## config.mk

```make
export PLATFORM = sky130hd
export DESIGN_NAME = rgb_led_pwm_ctrl
export DESIGN_NICKNAME = d
export VERILOG_FILES = /design/src/rtl/rgb_led_pwm_ctrl.sv
export SDC_FILE = /design/constraint.sdc
export NUM_CORES = 1
export LEC_CHECK = 0
export CORE_MARGIN = 2
export CORE_UTILIZATION = 32
export DETAILED_ROUTE_END_ITERATION = 10
export PLACE_DENSITY_LB_ADDON = 0.12
export SLEW_MARGIN = 20
export SYNTH_ARGS = -nofsm -noshare
export SYNTH_HDL_FRONTEND = slang
export SYNTH_SLANG_ARGS = --single-unit
```

## constraint.sdc

```tcl
create_clock -name clk100 -period 5.4 [get_ports clk100]
set_clock_uncertainty 0.2 [all_clocks]
set_input_delay 1.08 -clock clk100 [delete_from_list [all_inputs] [get_ports clk100]]
set_output_delay 1.08 -clock clk100 [all_outputs]
set_load 0.02 [all_outputs]
```

## src/rtl/rgb_led_pwm_ctrl.sv

```systemverilog
`timescale 1ns/1ps
`default_nettype none
// ============================================================================
// Module      : rgb_led_pwm_ctrl
// Description : PWM driver for four RGB LEDs (LD5..LD8, 12 active-low pins).
//               Holds a {B,G,R} duty colour per LED, loaded through a
//               single-entry valid/ready write port and committed only at
//               PWM period boundaries. An optional chase mode rotates the
//               colour-to-LED mapping every STEP_PERIODS PWM periods.
// Ports       : clk100     - system clock
//               rst        - asynchronous active-high reset
//               mode       - 0 = static mapping, 1 = chase
//               wr_valid   - colour write request
//               wr_ready   - write accepted this cycle when high
//               wr_led     - target LED index (0 = LD5 .. 3 = LD8)
//               wr_rgb     - {B,G,R} duty values, R in the LSBs
//               led_n      - active-low pins, bit 3*i+{0,1,2} = R/G/B of LED i
//               period_end - one-cycle pulse on the last clock of each period
// Revision    : 1.0 - initial release
// ============================================================================
module rgb_led_pwm_ctrl #(
  parameter int PWM_BITS     = 8,
  parameter int PRESC        = 4,
  parameter int STEP_PERIODS = 49020
) (
  input  logic                  clk100,
  input  logic                  rst,
  input  logic                  mode,
  input  logic                  wr_valid,
  output logic                  wr_ready,
  input  logic [1:0]            wr_led,
  input  logic [3*PWM_BITS-1:0] wr_rgb,
  output logic [11:0]           led_n,
  output logic                  period_end
);

  localparam int c_PRESC_W = (PRESC > 1) ? $clog2(PRESC) : 1;
  localparam int c_STEP_W  = ($clog2(STEP_PERIODS) > 16) ? $clog2(STEP_PERIODS) : 16;

  localparam logic [c_PRESC_W-1:0] c_PRESC_LAST = c_PRESC_W'(PRESC - 1);
  // Counter stops one short of all-ones so a full-scale duty means 100 % on.
  localparam logic [PWM_BITS-1:0]  c_PWM_LAST   = {{(PWM_BITS-1){1'b1}}, 1'b0};
  localparam logic [c_STEP_W-1:0]  c_STEP_LAST  = c_STEP_W'(STEP_PERIODS - 1);

  logic [c_PRESC_W-1:0]  r_presc;
  logic [PWM_BITS-1:0]   r_pwm_cnt;
  logic [c_STEP_W-1:0]   r_step;
  logic [1:0]            r_offset;
  logic                  r_pend;
  logic [1:0]            r_pend_led;
  logic [3*PWM_BITS-1:0] r_pend_rgb;
  logic [3*PWM_BITS-1:0] r_colour [4];

  logic                  w_tick;
  logic                  w_period_last;
  logic                  w_accept;
  logic [11:0]           w_on;

  assign w_tick        = (r_presc == c_PRESC_LAST);
  assign w_period_last = w_tick && (r_pwm_cnt == c_PWM_LAST);
  assign wr_ready      = !r_pend;
  assign w_accept      = wr_valid && !r_pend;

  // Timebase: prescaler, PWM counter and the registered period pulse.
  always_ff @(posedge clk100 or posedge rst) begin
    if (rst) begin
      r_presc    <= '0;
      r_pwm_cnt  <= '0;
      period_end <= 1'b0;
    end else begin
      r_presc <= w_tick ? '0 : r_presc + c_PRESC_W'(1);
      if (w_tick)
        r_pwm_cnt <= (r_pwm_cnt == c_PWM_LAST) ? '0 : r_pwm_cnt + PWM_BITS'(1);
      period_end <= w_period_last;
    end
  end

  // Write buffer. The commit edge is the same edge on which the PWM counter
  // wraps to 0, so the new colour is in place for the whole next period.
  // Accept and commit are exclusive because accept needs an empty buffer.
  always_ff @(posedge clk100 or posedge rst) begin
    if (rst) begin
      r_pend     <= 1'b0;
      r_pend_led <= '0;
      r_pend_rgb <= '0;
      for (int k = 0; k < 4; k++) r_colour[k] <= '0;
    end else if (w_accept) begin
      r_pend     <= 1'b1;
      r_pend_led <= wr_led;
      r_pend_rgb <= wr_rgb;
    end else if (r_pend && w_period_last) begin
      r_colour[r_pend_led] <= r_pend_rgb;
      r_pend               <= 1'b0;
    end
  end

  // Chase stepping. Leaving chase mode clears the step count but keeps the
  // current offset so the display freezes where it is.
  always_ff @(posedge clk100 or posedge rst) begin
    if (rst) begin
      r_step   <= '0;
      r_offset <= '0;
    end else if (!mode) begin
      r_step <= '0;
    end else if (w_period_last) begin
      if (r_step == c_STEP_LAST) begin
        r_step   <= '0;
        r_offset <= r_offset + 2'd1;
      end else begin
        r_step <= r_step + c_STEP_W'(1);
      end
    end
  end

  // LED i shows colour (i + offset) mod 4; the 2-bit add wraps naturally.
  for (genvar i = 0; i < 4; i++) begin : g_led
    logic [1:0] w_src;
    assign w_src = 2'(i) + r_offset;
    for (genvar c = 0; c < 3; c++) begin : g_ch
      assign w_on[3*i+c] = r_pwm_cnt < r_colour[w_src][c*PWM_BITS +: PWM_BITS];
    end
  end

  always_ff @(posedge clk100 or posedge rst) begin
    if (rst) led_n <= 12'hFFF;
    else     led_n <= ~w_on;
  end

endmodule
`default_nettype wire

```

# Word level (Yosys, flattened, before mapping)
# Index checks and enable logic that the tools add are counted.
word_totals:
  regBits: 164
  input_bits: 30
  output_inout_bits: 14
  wordCells: 78
op_classes:
  add_sub_neg: 6
  order_cmp: 18
  eq_ne: 4
  n_mux: 22
  bitwise: 7
  reduce_logical: 8
ops:
  columns: ["op", "n"]
  rows:
  - ["$mux W24", 9]
  - ["$bmux W24 S2", 4]
  - ["$bwmux W96", 1]
  - ["$lt A8 B8 Y1", 12]
  - ["$demux W24 S2", 1]
  - ["$mux W16", 3]
  - ["$add A16 B1 Y16 const B", 1]
  - ["$eq A16 B16 Y1 const B", 1]
  - ["$ge A3 B3 Y1 const B", 5]
  - ["$not A2 Y3", 5]
  - ["$not A12 Y12", 1]
  - ["$add A8 B1 Y8 const B", 1]
  - ["$eq A8 B8 Y1 const B", 1]
  - ["$mux W8", 1]
  - ["$add A2 B2 Y2 const A", 2]
  - ["$logic_and A1 B1 Y1", 4]
  - ["$lt A3 B1 Y1 const B", 1]
  - ["$reduce_and A3 Y1", 1]
  - ["$add A1 B2 Y2 const A", 1]
  - ["$add A2 B1 Y2 const B", 1]
  - ["$eq A2 B2 Y1 const B", 1]
  - ["$mux W1", 2]
  - ["$mux W2", 1]
  - ["$ne A2 B1 Y1 const B", 1]
  - ["4 further kinds", 4]

# Logic depth before layout (Yosys ltp)
depth:
  word_depth: 7
  ltp_mapped: 11
  depth_no_buf: 7

# Worst setup path after synthesis
# Ideal clock, no wire load.
synth_timing:
  path_type: "reg2reg"
  start: "register r_offset[1]"
  end: "register led_n[2]"
  setup_ps: 92
  t_arrival_ps: 2682
  required_time_ps: 5108
  slack_ps: 2426
  stages_incl_launch_ff: 12
  n_path_buf: 4
  period_less_slack_ps: 2974
  cell_sequence: "dfrtp_1 -> clkbuf_1 -> buf_2 -> buf_2 -> buf_1 -> mux4_2 -> inv_1 -> ha_1 -> a21o_1 -> a21o_1 -> a221oi_1 -> o21ai_0"
synth_between:
  elab_chain_cells: 6
synth_rtl:
  columns: ["item", "line", "source"]
  rows:
  - ["from (decl)", "48", "logic [1:0] r_offset;"]
  - ["from (signal assigned)", "108", "r_offset <= r_offset + 2'd1;"]
  - ["$not A2 Y3 (implied by the code)", "120", "assign w_on[3*i+c] = r_pwm_cnt < r_colour[w_src][c*PWM_BITS +: PWM_BITS];"]
  - ["$bmux W24 S2", "120", null]
  - ["$mux W24 (implied by the code) (2 in a row)", "120", null]
  - ["$lt A8 B8 Y1", "120", null]
  - ["$not A12 Y12", "126", "else led_n <= ~w_on;"]
  - ["to (signal assigned)", "126", null]
  - ["to (decl)", "33", "output logic [11:0] led_n,"]
# No other way between the ends. The select of a mux whose other input is x is not followed.
# A chain may end at the register's enable or synchronous reset.

# Final worst setup path
layout_timing:
  start: "register r_pwm_cnt[1]"
  end: "register r_colour[59] (netlist name)"
layout_between:
  elab_chain_cells: 4
layout_rtl:
  columns: ["item", "line", "source"]
  rows:
  - ["from (decl)", "46", "logic [PWM_BITS-1:0] r_pwm_cnt;"]
  - ["from (signal assigned)", "73", "r_pwm_cnt <= (r_pwm_cnt == c_PWM_LAST) ? '0 : r_pwm_cnt + PWM_BITS'(1);"]
  - ["$eq A8 B8 Y1", "60", "assign w_period_last = w_tick && (r_pwm_cnt == c_PWM_LAST);"]
  - ["$logic_and A1 B1 Y1", "60", null]
  - ["$logic_and A1 B1 Y1", "91", "end else if (r_pend && w_period_last) begin"]
  - ["$reduce_and A2 Y1 (no line)", null, null]
  - ["to (signal, indexed assignment)", "92", "r_colour[r_pend_led] <= r_pend_rgb;"]
  - ["to (decl)", "52", "logic [3*PWM_BITS-1:0] r_colour [4];"]
# No other way between the ends.

==> out/results.txt <==
status = completed
count leader, synth = dfrtp_1
number of flops mapped to enable cells by yosys = 0
largest net degree at the start of global routing = 165
DR vias = 7,142
clk slew on worst S/H paths = 0.07 ns
I/O pin total = 44
Post-DRT Antenna Nets = 0
vias in the first global route = 7,314
total clock sinks = 164
first-pass GRT wire length = 41.2 mm
Max Clock Freq = 290 MHz
Fin. Hold Viols = 0
DP Area = 11,700 um2
drt total wl = 24.9 mm
yosys warns = 0
reg-to-reg startpoint = r_pwm_cnt[1]
Main synth FF type = dfrtp_1
Critical Path Start = r_pwm_cnt[1]
total congestion overflow = 0
Slew Limit Fails = 0
sequential fraction of the synthesis area = 0.381
Initial DRT Pass Iterations = 5
Clock Path Buffers = 2
CTS Hold Bufs = 0
Leak Pwr = 0.00501 uW
Remaining DRCs = 0
post-DP HPWL = 16.5 mm
#FFs+latches synth = 164
worst setup path endpoint = r_colour[59]
Rows = 67
min-delay worst type = reg -> reg
Setup crit end kind = flop
ys async rst share = 1.00
Avg Vias per Cell = 5.29
worst vdd ir = 0.239 mV
PortBufs = 43
max-cap viol count = 0
Wirelength per Cell = 18.4 um
final setup vio count = 0
Syn Inst Count = 856
CP Class = reg -> reg
P per Cell Area = 227 nW/um2
chip width = 188 um
CP required = 5.53 ns
GR Util All Layers = 0.150
Area growth, synth to finish = 14.2%
Ant. Diodes = 0
Root Driver = clkbuf_16
Worst Max-Slew Pin Slew = 0.939 ns
commonest cells in the netlist = dfrtp_1 (152), mux2_2 (126), ha_1 (88), inv_1 (88), mux4_2 (84)
Relative slew margins = 0.374
Die ar. = 35,200 um2
Final period util = 0.639
fin crit period = 3.45 ns
Area contributors post-synth = dfrtp_1 (35%), mux4_2 (18%), mux2_2 (13%), ha_1 (10%), inv_1 (3.1%)
Placer Congestion = 0.729
WP data arrival = 3.58 ns
Worst-Skew Late Latency = 0.45 ns
Post-Synthesis Cell Area = 10,800 um2
CORE AREA = 33,400 um2
RSZ-0062 raised after global routing = false
Num CTS Buffers = 17
Worst R2R Setup Slack = 1.95 ns
H-Tree Depth = 4
Die Ht = 188 um
R2R Path End = r_colour[59]
post-cts sizing count = 0
worst-path maximum fanout = 24
CTS tree = built
hold path cells = 1
setup bufs post-CTS = 0
share of cells above drive strength 1 = 0.308
Reg2Reg Depth = 6
Initial DRC Count = 435
initial antenna violation count = 0
Initial Util = 0.324
net count after synthesis = 974
final instance area = 12,300 um2
Total Neg Setup Slack = 0 ns
count of cell types in the netlist = 57
Syn Area/Cell = 12.6 um2
Yosys top cell area share = 0.352
critical path launch point type = flop
nets = 1,008
Yosys top cell by area = dfrtp_1
==> worst max-delay path, stage by stage (launching register included) <==
cell     delay (ns)
dfrtp_1        0.80
ha_1           0.30
nand3_1        0.10
or3_1          0.74
nor4b_4        0.35
buf_4          0.43
mux2_2         0.38
==> per-layer routing <==
layer | global-route usage | share of wire | vias up
met1 | 0.212 | 0.49 | 3710
met2 | 0.234 | 0.47 | 94
met5 | 0 | 0 | -
met4 | 0.0460 | 0.012 | 0
met3 | 0.0273 | 0.029 | 16
li1 | - | - | 3322
==> cells in the final DEF (no fill, tap or decap), types with 4 or more instances in the layout <==
master,Yosys,routed
dfrtp_1,152,150
mux2_2,126,126
ha_1,88,88
inv_1,88,87
mux4_2,84,84
clkdlybuf4s50_1,0,43
a21o_1,29,29
nand2_1,28,28
o21ai_0,21,21
nor2_1,19,19
clkbuf_16,0,17
a21oi_1,16,16
nand3_1,13,13
dfstp_2,12,12
buf_4,4,12
nand4_1,11,11
a221oi_1,10,10
a31oi_1,10,10
o2bb2ai_1,10,10
mux2i_1,7,7
o22ai_1,7,7
and4_1,6,6
nand3b_1,6,6
or3_1,5,5
a21boi_0,5,5
clkinvlp_4,0,5
and3_1,5,5
a41oi_1,4,4
o21a_1,4,4
nor3_1,4,4
nor4_1,4,4
==> layout make-up <==
class / count / area (um2)
clock buffer: 22 / 464
clock inverter: 10 / 125
fill: 3324 / 21000
inverter: 89 / 338
multi-input combinational: 561 / 6150
sequential: 164 / 4130
tap: 448 / 561
timing repair buffer: 57 / 568
==> kinds of logic (layout without fill, tap and decap cells) <==
| family | count (synthesis) | count (layout) | share of synthesized area |
|---|---|---|---|
| multiplexers | 218 | 218 | 0.314 |
| flip-flops | 164 | 164 | 0.381 |
| AO/OA/AOI/OAI | 131 | 131 | 0.0851 |
| buffers and inverters | 131 | 178 | 0.0503 |
| AND/OR/NAND/NOR | 120 | 120 | 0.0639 |
| adder cells (fa/ha/maj) | 88 | 88 | 0.102 |
| XOR/XNOR | 4 | 4 | 0.00324 |
==> power breakdown <==
part	switching [uW]	leakage, uW	internal (uW)	total (uW)
clock	533	0.000274	710	1240
combinational	57.1	0.00257	88.7	146
sequential	109	0.00217	1310	1410
total	699	0.00501	2100	2800
==> how the worst min path moves through the flow <==
| stage | startpoint | endpoint | slack, ns |
|---|---|---|---|
| after floorplan | r_presc[0] | r_presc[0] | 0.20 |
| after global placement | r_presc[0] | r_presc[0] | 0.22 |
| after detailed placement | r_presc[0] | r_presc[0] | 0.22 |
| after CTS | r_presc[0] | r_presc[0] | 0.23 |
| after global routing | r_presc[0] | r_presc[0] | 0.24 |
| final | r_presc[0] | r_presc[0] | 0.22 |
==> metrics by stage <==
stage	hold slack, ns	power (uW)	worst slack (ns)	cells	util
2_1_floorplan	0.203	1500	2.05	856	-
3_3_place_gp	0.220	1590	1.97	1318	0.351
3_5_place_dp	0.220	1590	1.94	1318	0.351
4_1_cts	0.230	2860	1.91	1350	0.369
5_1_grt	0.237	2930	1.76	1351	0.370
6_report	0.224	2800	1.95	1351	0.370
==> flip-flops by register name (all words and copies together) (netlist names) <==
name        cells
r_colour       96
r_offset        2
r_pend          1
r_pwm_cnt       8
led_n          12
r_step         16
r_pend_rgb     24
r_pend_led      2
r_presc         2
period_end      1
Note: power is estimated with default switching activity, not from simulation.
